<file path="config.mk">
export PLATFORM = sky130hd
export DESIGN_NAME = ifetch_responder
export DESIGN_NICKNAME = d
export VERILOG_FILES = /design/src/rtl/ifetch_pkg.sv /design/src/rtl/ifetch_responder.sv
export SDC_FILE = /design/constraint.sdc
export NUM_CORES = 1
export LEC_CHECK = 0
export BUFFER_PORTS_ARGS = -buffer_cell sky130_fd_sc_hd__buf_2
export CAP_MARGIN = 30
export CORE_ASPECT_RATIO = 1.4
export CORE_MARGIN = 2
export CORE_UTILIZATION = 25
export CTS_BUF_LIST = sky130_fd_sc_hd__clkbuf_16
export DETAILED_ROUTE_END_ITERATION = 16
export PLACE_DENSITY = 0.55
export RECOVER_POWER = 25
export SYNTH_ARGS = -nofsm -noshare
export SYNTH_HDL_FRONTEND = slang
export SYNTH_SLANG_ARGS = --single-unit
</file>
<file path="constraint.sdc">
create_clock -name clock -period 1.4 [get_ports clock]
set_input_delay 0.14 -clock clock [delete_from_list [all_inputs] [get_ports clock]]
set_output_delay 0.14 -clock clock [all_outputs]
set_load 0.1 [all_outputs]
</file>
<file path="src/rtl/ifetch_pkg.sv">
// Shared types for the instruction-fetch responder: FSM states and line geometry.
package ifetch_pkg;

  localparam int unsigned LINE_OFF = 4;

  typedef enum logic [1:0] {
    IDLE     = 2'd0,
    MEM_REQ  = 2'd1,
    MEM_WAIT = 2'd2,
    RESP     = 2'd3
  } state_e;

endpackage

</file>
<file path="src/rtl/ifetch_responder.sv">
// Single-outstanding line fetch: accept -> mem req -> wait -> done (min 3 cycles), stalls on mem_req_ready;
// flush kills in-flight fetches. IFETCH_RESP_PERF_EN adds fetch/drop counters.
module ifetch_responder
  import ifetch_pkg::*;
#(
  parameter int ADDR_W = 64,
  parameter int DATA_W = 128
) (
  input  logic              clock,
  input  logic              reset_n,
  input  logic              pc_index_valid,
  input  logic [ADDR_W-1:0] pc_index,
  output logic              pc_index_ready,
  output logic              pc_operation_done,
  output logic [DATA_W-1:0] pc_read_inst,
  input  logic              flush_valid,
  output logic              mem_req_valid,
  input  logic              mem_req_ready,
  output logic [ADDR_W-1:0] mem_req_addr,
  input  logic              mem_rsp_valid,
  input  logic [DATA_W-1:0] mem_rsp_data
`ifdef IFETCH_RESP_PERF_EN
  ,
  output logic [31:0]       perf_fetch_cnt,
  output logic [31:0]       perf_drop_cnt
`endif
);

  state_e            state_q, state_d;
  logic              drop_q, drop_d;
  logic [ADDR_W-1:0] addr_q, addr_d;
  logic [DATA_W-1:0] inst_q, inst_d;
  logic              fetch_evt, drop_evt;
  logic              unused_line_off;

  assign unused_line_off = ^pc_index[LINE_OFF-1:0];

  always_ff @(posedge clock or negedge reset_n) begin
    if (!reset_n) begin
      state_q <= IDLE;
      drop_q  <= 1'b0;
      addr_q  <= '0;
      inst_q  <= '0;
    end else begin
      state_q <= state_d;
      drop_q  <= drop_d;
      addr_q  <= addr_d;
      inst_q  <= inst_d;
    end
  end

  always_comb begin
    state_d   = state_q;
    drop_d    = drop_q;
    addr_d    = addr_q;
    inst_d    = inst_q;
    fetch_evt = 1'b0;
    drop_evt  = 1'b0;
    case (state_q)
      IDLE: begin
        if (pc_index_valid && pc_index_ready) begin
          addr_d  = {pc_index[ADDR_W-1:LINE_OFF], {LINE_OFF{1'b0}}};
          state_d = MEM_REQ;
        end
      end
      MEM_REQ: begin
        // A flush racing the handshake still owes us a response, so wait and discard it.
        if (mem_req_ready) begin
          state_d = MEM_WAIT;
          drop_d  = flush_valid;
        end else if (flush_valid) begin
          state_d  = IDLE;
          drop_evt = 1'b1;
        end
      end
      MEM_WAIT: begin
        if (mem_rsp_valid) begin
          state_d = IDLE;
          if (drop_q || flush_valid) begin
            drop_d   = 1'b0;
            drop_evt = 1'b1;
          end else begin
            inst_d  = mem_rsp_data;
            state_d = RESP;
          end
        end else if (flush_valid) begin
          drop_d = 1'b1;
        end
      end
      RESP: begin
        state_d = IDLE;
        if (flush_valid) drop_evt = 1'b1;
        else             fetch_evt = 1'b1;
      end
      default: state_d = IDLE;
    endcase
  end

  // Ready is gated by reset so nothing looks acceptable while the block is held in reset.
  always_comb begin
    pc_index_ready    = 1'b0;
    mem_req_valid     = 1'b0;
    pc_operation_done = 1'b0;
    case (state_q)
      IDLE:    pc_index_ready    = reset_n && !flush_valid;
      MEM_REQ: mem_req_valid     = 1'b1;
      RESP:    pc_operation_done = !flush_valid;
      default: ;
    endcase
  end

  assign mem_req_addr = addr_q;
  assign pc_read_inst = inst_q;

`ifdef IFETCH_RESP_PERF_EN
  logic [31:0] perf_fetch_cnt_q, perf_fetch_cnt_d;
  logic [31:0] perf_drop_cnt_q, perf_drop_cnt_d;

  always_comb begin
    perf_fetch_cnt_d = perf_fetch_cnt_q + {31'd0, fetch_evt};
    perf_drop_cnt_d  = perf_drop_cnt_q + {31'd0, drop_evt};
  end

  always_ff @(posedge clock or negedge reset_n) begin
    if (!reset_n) begin
      perf_fetch_cnt_q <= '0;
      perf_drop_cnt_q  <= '0;
    end else begin
      perf_fetch_cnt_q <= perf_fetch_cnt_d;
      perf_drop_cnt_q  <= perf_drop_cnt_d;
    end
  end

  assign perf_fetch_cnt = perf_fetch_cnt_q;
  assign perf_drop_cnt  = perf_drop_cnt_q;
`else
  logic unused_evt;
  assign unused_evt = fetch_evt ^ drop_evt;
`endif

endmodule

</file>
# After elaboration in Yosys (flattened, before gate mapping)
# Cells that the tools add are included.
# classes
n_bitwise	1
n_mux	14
n_reduce_logical	10
eq_ne	9
# op_table
op	n
2-bit 2-to-1 mux	5
3-bit != test, second input constant	3
2-bit one-hot mux with 4 select lines	1
1-bit 2-to-1 mux	7
2-bit != test, second input constant	3
3-bit AND reduction	2
2-bit == test, second input constant	2
4-bit AND reduction	1
2-bit by 1-bit == test with 1-bit output, second input constant	1
1-bit logical AND	2
2-bit zero test	1
1-bit one-hot mux with 2 select lines	1
2-bit AND reduction	1
2-bit nonzero test	1
1-bit zero test	1
1-bit logical OR	1
1-bit inverter	1
# word_totals
register_bits	191
wordCells	38

# Logic depth before layout (Yosys ltp)
# Gate-level depths: netlist of run 1.
# logic_depth
depth_word	6
ltp_mapped	6
mapped_depth_nobuf	3

# Least setup slack after synthesis of run 1
# Ideal clock, no wire load.
# synth_path
kind	reg-to-reg
start	register state_q[0]
end	register addr_q[10] (netlist: mem_req_addr[10])
path_slack_ns	-1.090
path_stages_with_launch	6
t_arrival_ns	2.364
required_ns	1.275
setup_ns	0.125
path_buffers	2
period_less_slack_ns	2.490
cell_sequence	dfrtp_1 buf_4 nor4b_4 nand2_4 buf_6 mux2_4
# synth_via
elab_chain_len	4
# synth_rtl
element	line_no	rtl
start: declaration	ifetch_responder.sv:29	state_e state_q, state_d;
start signal: assignment	ifetch_responder.sv:45	state_q <= state_d;
2-bit zero test	ifetch_responder.sv:104	case (state_q)
1-bit 2-to-1 mux	ifetch_responder.sv:104	
named net pc_index_ready	ifetch_responder.sv:13	output logic pc_index_ready,
1-bit logical AND	ifetch_responder.sv:61	if (pc_index_valid && pc_index_ready) begin
2-bit AND reduction (no source line)	-	
end signal: assignment	ifetch_responder.sv:47	addr_q <= addr_d;
end: declaration	ifetch_responder.sv:31	logic [ADDR_W-1:0] addr_q, addr_d;
# The timed path passes the listed nets, and every way through them passes these cells.
# A chain may end at the register's enable or synchronous reset.

# Worst setup path in the final report of run 1
# layout_path
start	register state_q[0]
end	register addr_q[53] (netlist: mem_req_addr[53])
# layout_via
elab_chain_len	4
# layout_rtl
element	line_no
2-bit zero test *	ifetch_responder.sv:59, ifetch_responder.sv:104
1-bit 2-to-1 mux	ifetch_responder.sv:104
1-bit logical AND	ifetch_responder.sv:61
2-bit AND reduction (no source line) *	-
# Mark *: on every way between the ends. The rest lies on a longest branch, timed or not.

==> results of run 1 <==
## state kept, by name (all words and copies together) (netlist names)
signal        count
pc_read_inst    128
mem_req_addr     60
state_q           2
drop_q            1
## synthesized netlist by cell type (all sizes together), types with 2 or more instances
master    n
a21oi     3
buf      26
dfrtp   191
mux2    188
nand2     3
nor2      3
nor2b     4
o21ai     2
## worst paths after layout
| check | start | to | cells after the start |
|---|---|---|---|
| hold / removal | flush_valid | drop_q$_DFFE_PN0P_ | 3 |
| setup reg to reg | state_q[0]$_DFFE_PN0P_ | mem_req_addr[53]$_DFFE_PN0P_ | 5 |
| setup / recovery | state_q[0]$_DFFE_PN0P_ | mem_req_addr[53]$_DFFE_PN0P_ | 5 |
| min in group asynchronous | reset_n | state_q[0]$_DFFE_PN0P_ | 3 |
| hold reg to reg | pc_read_inst[65]$_DFFE_PN0P_ | pc_read_inst[65]$_DFFE_PN0P_ | 1 |
| max in group asynchronous | reset_n | pc_read_inst[111]$_DFFE_PN0P_ | 3 |
## logic make-up after synthesis
logic type	count (synthesis)
compound gates	7
buf+inv	26
flops	191
mux	188
other cells	1
simple gates	15
## stage by stage
stage	cell area, um2	utilization [%]	setup WS [ns]	std cells
2_1_floorplan	7510	-	-1.08	431
3_3_place_gp	9960	34.0	-0.151	1185
3_5_place_dp	9960	34.0	-0.188	1185
4_1_cts	12600	43.2	-0.293	1415
5_1_grt	13200	45.2	-0.328	1423
6_report	13200	45.2	-0.259	1423
## worst max-delay path: cells and delay by family (launching register included)
family	cells	cell delay, ns
buf+inv	2	0.39
mux	1	0.31
simple gates	2	0.42
flops	1	0.41
## layout by cell type, fill, tap and decap left out
cell type	n
clkbuf_16	22
a32oi_1	1
buf_8	1
nand2_1	2
dfrtp_1	191
nor2b_4	1
o21ai_0	2
nor2b_1	3
bufbuf_16	1
clkbuf_4	158
buf_16	2
clkbuf_8	1
clkinvlp_4	1
dlygate4sd3_1	191
buf_2	214
a211o_1	1
clkinv_4	1
nor4b_4	1
nor2_2	1
bufinv_16	4
buf_12	9
and3b_2	1
nor2_1	2
nand3b_1	1
inv_1	1
inv_8	2
nand3_4	1
buf_4	20
nand2b_1	1
inv_6	4
clkinv_2	2
buf_6	4
conb_1	4
nand2_8	1
a21oi_1	3
mux2_2	128
mux2_4	60
## per-layer routing
layer / part of all wire (%) / track usage [%] / vias to the layer above
met5: 0 / 0 / -
met4: 3.1 / 6.67 / 0
met3: 7.4 / 4.12 / 43
met2: 54 / 24.0 / 260
met1: 36 / 13.1 / 2815
li1: - / - / 2693
## cell type report
type,instances,area (um2)
Tap cell,380,475
Fill cell,2555,16000
Timing Repair Buffer,606,4790
Multi-Input combinational cell,214,2540
Clock buffer,17,425
Clock inverter,15,208
Sequential cell,191,4780
## timing repair
item,CTS,global route
gates cloned,1,7
buffers inserted,6,1
pin swaps,2,1
endpoints found under the setup margin,280,349
resized for setup,13,168
endpoints found under the hold margin,381,0
hold buffers,191,0
==> impl_metrics.ini, run 1 <==
[run]
max_cap_violations = 0

[place]
hpwl_mm = 13.9
gp_congestion = 0.786
port_buffers = 384

[timing]
slew_violations = 0
fmax_mhz = 603
min_period_over_period_pct = 119
rsz0062_at_grt = true
hold_viol = 0
slew_headroom_pct = 31.2
setup_tns_ns = -33.98
final-setup-viol-count = 192
tightestPinTransition_ns = 1.03
finClkSkew_ns = 0.0120
setup_ws_ns = -0.259
fin_hold_ws_ns = 0.0614
fin_crit_ns = 1.66

[synth]
yosys.area_share.adder_pct = 0
synthCells = 428
ys_async_sr_fraction_pct = 100
synth_top_flop_cell = dfrtp_1
synth_compound_area_share_pct = 0.571
yosys.area_share.simple_pct = 1.43
synthXorXnorAreaFrac_pct = 0
synthesis.area_um2 = 7450
synthMuxAreaShare_pct = 31.4
yosysSeqAreaShare_pct = 64.1
synth_edf_count = 0
synth_top_family_by_area = multiplexers
yosysWarnings = 0
synth-seq-cells = 191
synth_top_area_share_pct = 64.1
yosysTopAreaCell = dfrtp_1
synth.avg_cell_area_um2 = 17.4
synthTopCellsByArea = dfrtp_1, mux2_2, mux2_4
ys_types = 20

[status]
status = finished, violations left
violations = negative setup slack

[finish]
nets = 1228
drive_gt1_share_pct = 61.4
area_growth_pct = 77.2
antenna_cells = 0

[floorplanning]
ioPinCount = 393
die_area_um2 = 31200
num_rows = 74
core_area_um2 = 29300
initial_core_util_pct = 25.5
die_h_um = 208
die_w_um = 150

[setup_path]
crit_path_max_fanout = 14
crit_slowest_cell = dfrtp_1
cpPeakStageDelay_ns = 0.41
path_cells = nor4b_4 -> buf_4 -> nand2_8 -> buf_16 -> mux2_4
r2r_slack_ns = -0.26
setup.worst_path.start_class = flop
worstPathArrival_ns = 1.99
crit_required_ns = 1.73
end_kind = flop
crit_type = reg2reg

[clock_network]
h-tree-depth = 4
root_buffer = clkbuf_16
cts.sinks = 191
cts_buffers = 17
cts_tree = done
clkTransAtPathRegs_ns = 0.07
worstSkewPairLatency_ns = 0.44
clockBufferDepth = 2

[grt]
antenna_found_initial = 0
grt_max_degree = 110
grt_pass1_vias = 6155
grt_usage_pct = 13.1
grt_pass1_wl_mm = 31.5
grt_overflow = 0

[drt]
drc = 0
wl_per_cell_um = 15.4
routed_wl_mm = 21.8
vias_per_cell = 4.08
drt_iter0_markers = 152
vias = 5811
first_pass_iters = 4
ant_nets = 0

[min_path]
hp-class = in2reg
Power of run 1 is not shown: default switching activity piles up to over one toggle a cycle in this logic, so the estimate is an artifact.
==> run 2: changes to the inputs <==
ABC_AREA = 1   (was unset)
PLACE_DENSITY = 0.54   (was 0.55)
==> run 2 against run 1 <==
Net effect: the flow still finishes with violations (negative setup slack); sequential share of layout area down 6.3 points; area after synthesis up 9.8%; final cell count up 37%; die area up 9.6%; count of clock-buffer cells in the layout unchanged; hold slack better by 0.033 ns.
==> impl_metrics.ini, run 2 <==
[status]
status = finished, violations left
violations = negative setup slack

[synth]
synth-seq-cells = 191
yosysSeqAreaShare_pct = 58.4
synth_most_common_cell = nand2_1
synthesis.area_um2 = 8180
synth_top_area_share_pct = 58.4
synth.avg_cell_area_um2 = 9.69
yosysTopAreaCell = dfrtp_1
ys_async_sr_fraction_pct = 100
synthTopCellsByArea = dfrtp_1, o21ai_2, nand2_1
ys_types = 20
synthCells = 845
synth_top_flop_cell = dfrtp_1
synth_edf_count = 0
yosysWarnings = 0
synth_common_cells = nand2_1, inv_1, dfrtp_1

[setup_path]
cpPeakStageDelay_ns = 0.41
crit_family = buffers and inverters
end_kind = flop
path_cells = buf_4 -> buf_6 -> nor2_4 -> nand3_4 -> buf_8 -> clkbuf_16 -> nand2_2 -> o21ai_1
crit_required_ns = 1.74
worstPathArrival_ns = 2.00
crit_path_max_fanout = 8
r2r_cells = 8
r2r_slack_ns = -0.26
setup.worst_path.start_class = flop
critPathBufInv = 4
crit_type = reg2reg
path_depth = 8
crit_slowest_cell = dfrtp_2

[finish]
drive_gt1_share_pct = 53.8
layout_common_cells = inv_1, buf_2, dfrtp_1
largest_register_ffs = 128
nets = 1691
layout_commonest_cell = inv_1
fillers = 2795
final_util_pct = 49.5
area_growth_pct = 95.5
fin_area_um2 = 16000

[clock_network]
worstSkewPairLatency_ns = 0.46
clkTransAtPathRegs_ns = 0.07
clockBufferDepth = 2
cts.sinks = 191
h-tree-depth = 4
cts_buffers = 17
root_buffer = clkbuf_16
cts_tree = done

[min_path]
hold_path_depth = 4
hp-class = in2reg

[drt]
ant_nets = 0
drc = 0
drt_iter0_markers = 386
routed_wl_mm = 32.4
first_pass_iters = 4
wl_per_cell_um = 16.6
vias = 8170
vias_per_cell = 4.19

[floorplanning]
ioPinCount = 393
core_area_um2 = 32300
num_rows = 78
die_w_um = 157
die_area_um2 = 34200
die_h_um = 218
initial_core_util_pct = 25.3

[place]
gp_congestion = 0.813
pre_cts_ws_ns = -0.0755
port_buffers = 384
place_area_um2 = 10700
hpwl_mm = 16.7

[grt]
antenna_found_initial = 3
grt_pass1_wl_mm = 41.4
grt_usage_pct = 16.0
grt_pass1_vias = 7858
grt_overflow = 0
grt_max_degree = 99

[timing]
setup_tns_ns = -32.14
tightestPinTransition_ns = 0.664
fmax_mhz = 603
slew_violations = 0
min_period_over_period_pct = 119
final-setup-viol-count = 193
slew_headroom_pct = 55.7
finClkSkew_ns = 0.00916
fin_crit_ns = 1.66
hold_viol = 0
setup_ws_ns = -0.259
rsz0062_at_grt = true

[run]
max_cap_violations = 0
==> run 2: layout make-up <==
type	count	area, um2	share of cell area, %
antenna	4	10.0	0.0626
inverter	195	732	4.57
sequential	191	4780	29.9
clock buffer	17	425	2.66
timing repair buffer	671	6170	38.6
tap	440	551	3.44
clock inverter	14	103	0.641
multi-input combinational	417	3230	20.2
==> run 2: worst reg2reg max path, stage by stage (launching register included) <==
cell       delay, ns
dfrtp_2         0.41
buf_4           0.13
buf_6           0.12
nor2_4          0.13
nand3_4         0.20
buf_8           0.22
clkbuf_16       0.17
nand2_2         0.07
o21ai_1         0.08
==> run 2: per-layer routing <==
metal / routed length, um / part of all wire, % / global-route usage [%] / up-vias
met3: 1780 / 5.5 / 3.76 / 87
met1: 11800 / 36 / 16.8 / 3931
met5: 0 / 0 / 0 / -
li1: - / - / - / 3842
met4: 1430 / 4.4 / 9.27 / 0
met2: 17400 / 54 / 28.9 / 310
==> run 2: kinds of logic (layout without fill, tap and decap cells) <==
logic type / Yosys count / after routing / synth area share, %
AND/OR/NAND/NOR: 223 / 223 / 10.6
buffers and inverters: 240 / 897 / 13.8
other: 1 / 8 / 0.0458
flip-flops: 191 / 191 / 58.4
AO/OA/AOI/OAI: 190 / 190 / 17.1
==> run 2: timing repair <==
action,4_1_cts,5_1_grt
hold buffers,189,0
buffers inserted,6,22
endpoints found under the hold margin,379,0
endpoints found under the setup margin,236,200
resized for setup,204,371
gates cloned,14,37
pin swaps,5,8
==> run 2: per-stage QoR <==
step	hold WS, ns	instances
after global placement	0.339	1650
after detailed placement	0.333	1650
after CTS	0.0441	1890
after floorplan	-0.156	848
final	0.0946	1949
after global routing	0.103	1949
==> run 2: final timing paths <==
check | start | end
max | state_q[0]$_DFFE_PN0P_ | mem_req_addr[17]$_DFFE_PN0P_
min | mem_rsp_valid | state_q[1]$_DFFE_PN0P_
max reg2reg | state_q[0]$_DFFE_PN0P_ | mem_req_addr[17]$_DFFE_PN0P_
min reg2reg | drop_q$_DFFE_PN0P_ | drop_q$_DFFE_PN0P_
max in group asynchronous | reset_n | mem_req_addr[34]$_DFFE_PN0P_
min in group asynchronous | reset_n | pc_read_inst[41]$_DFFE_PN0P_
Power of run 2 is left out for the same reason.
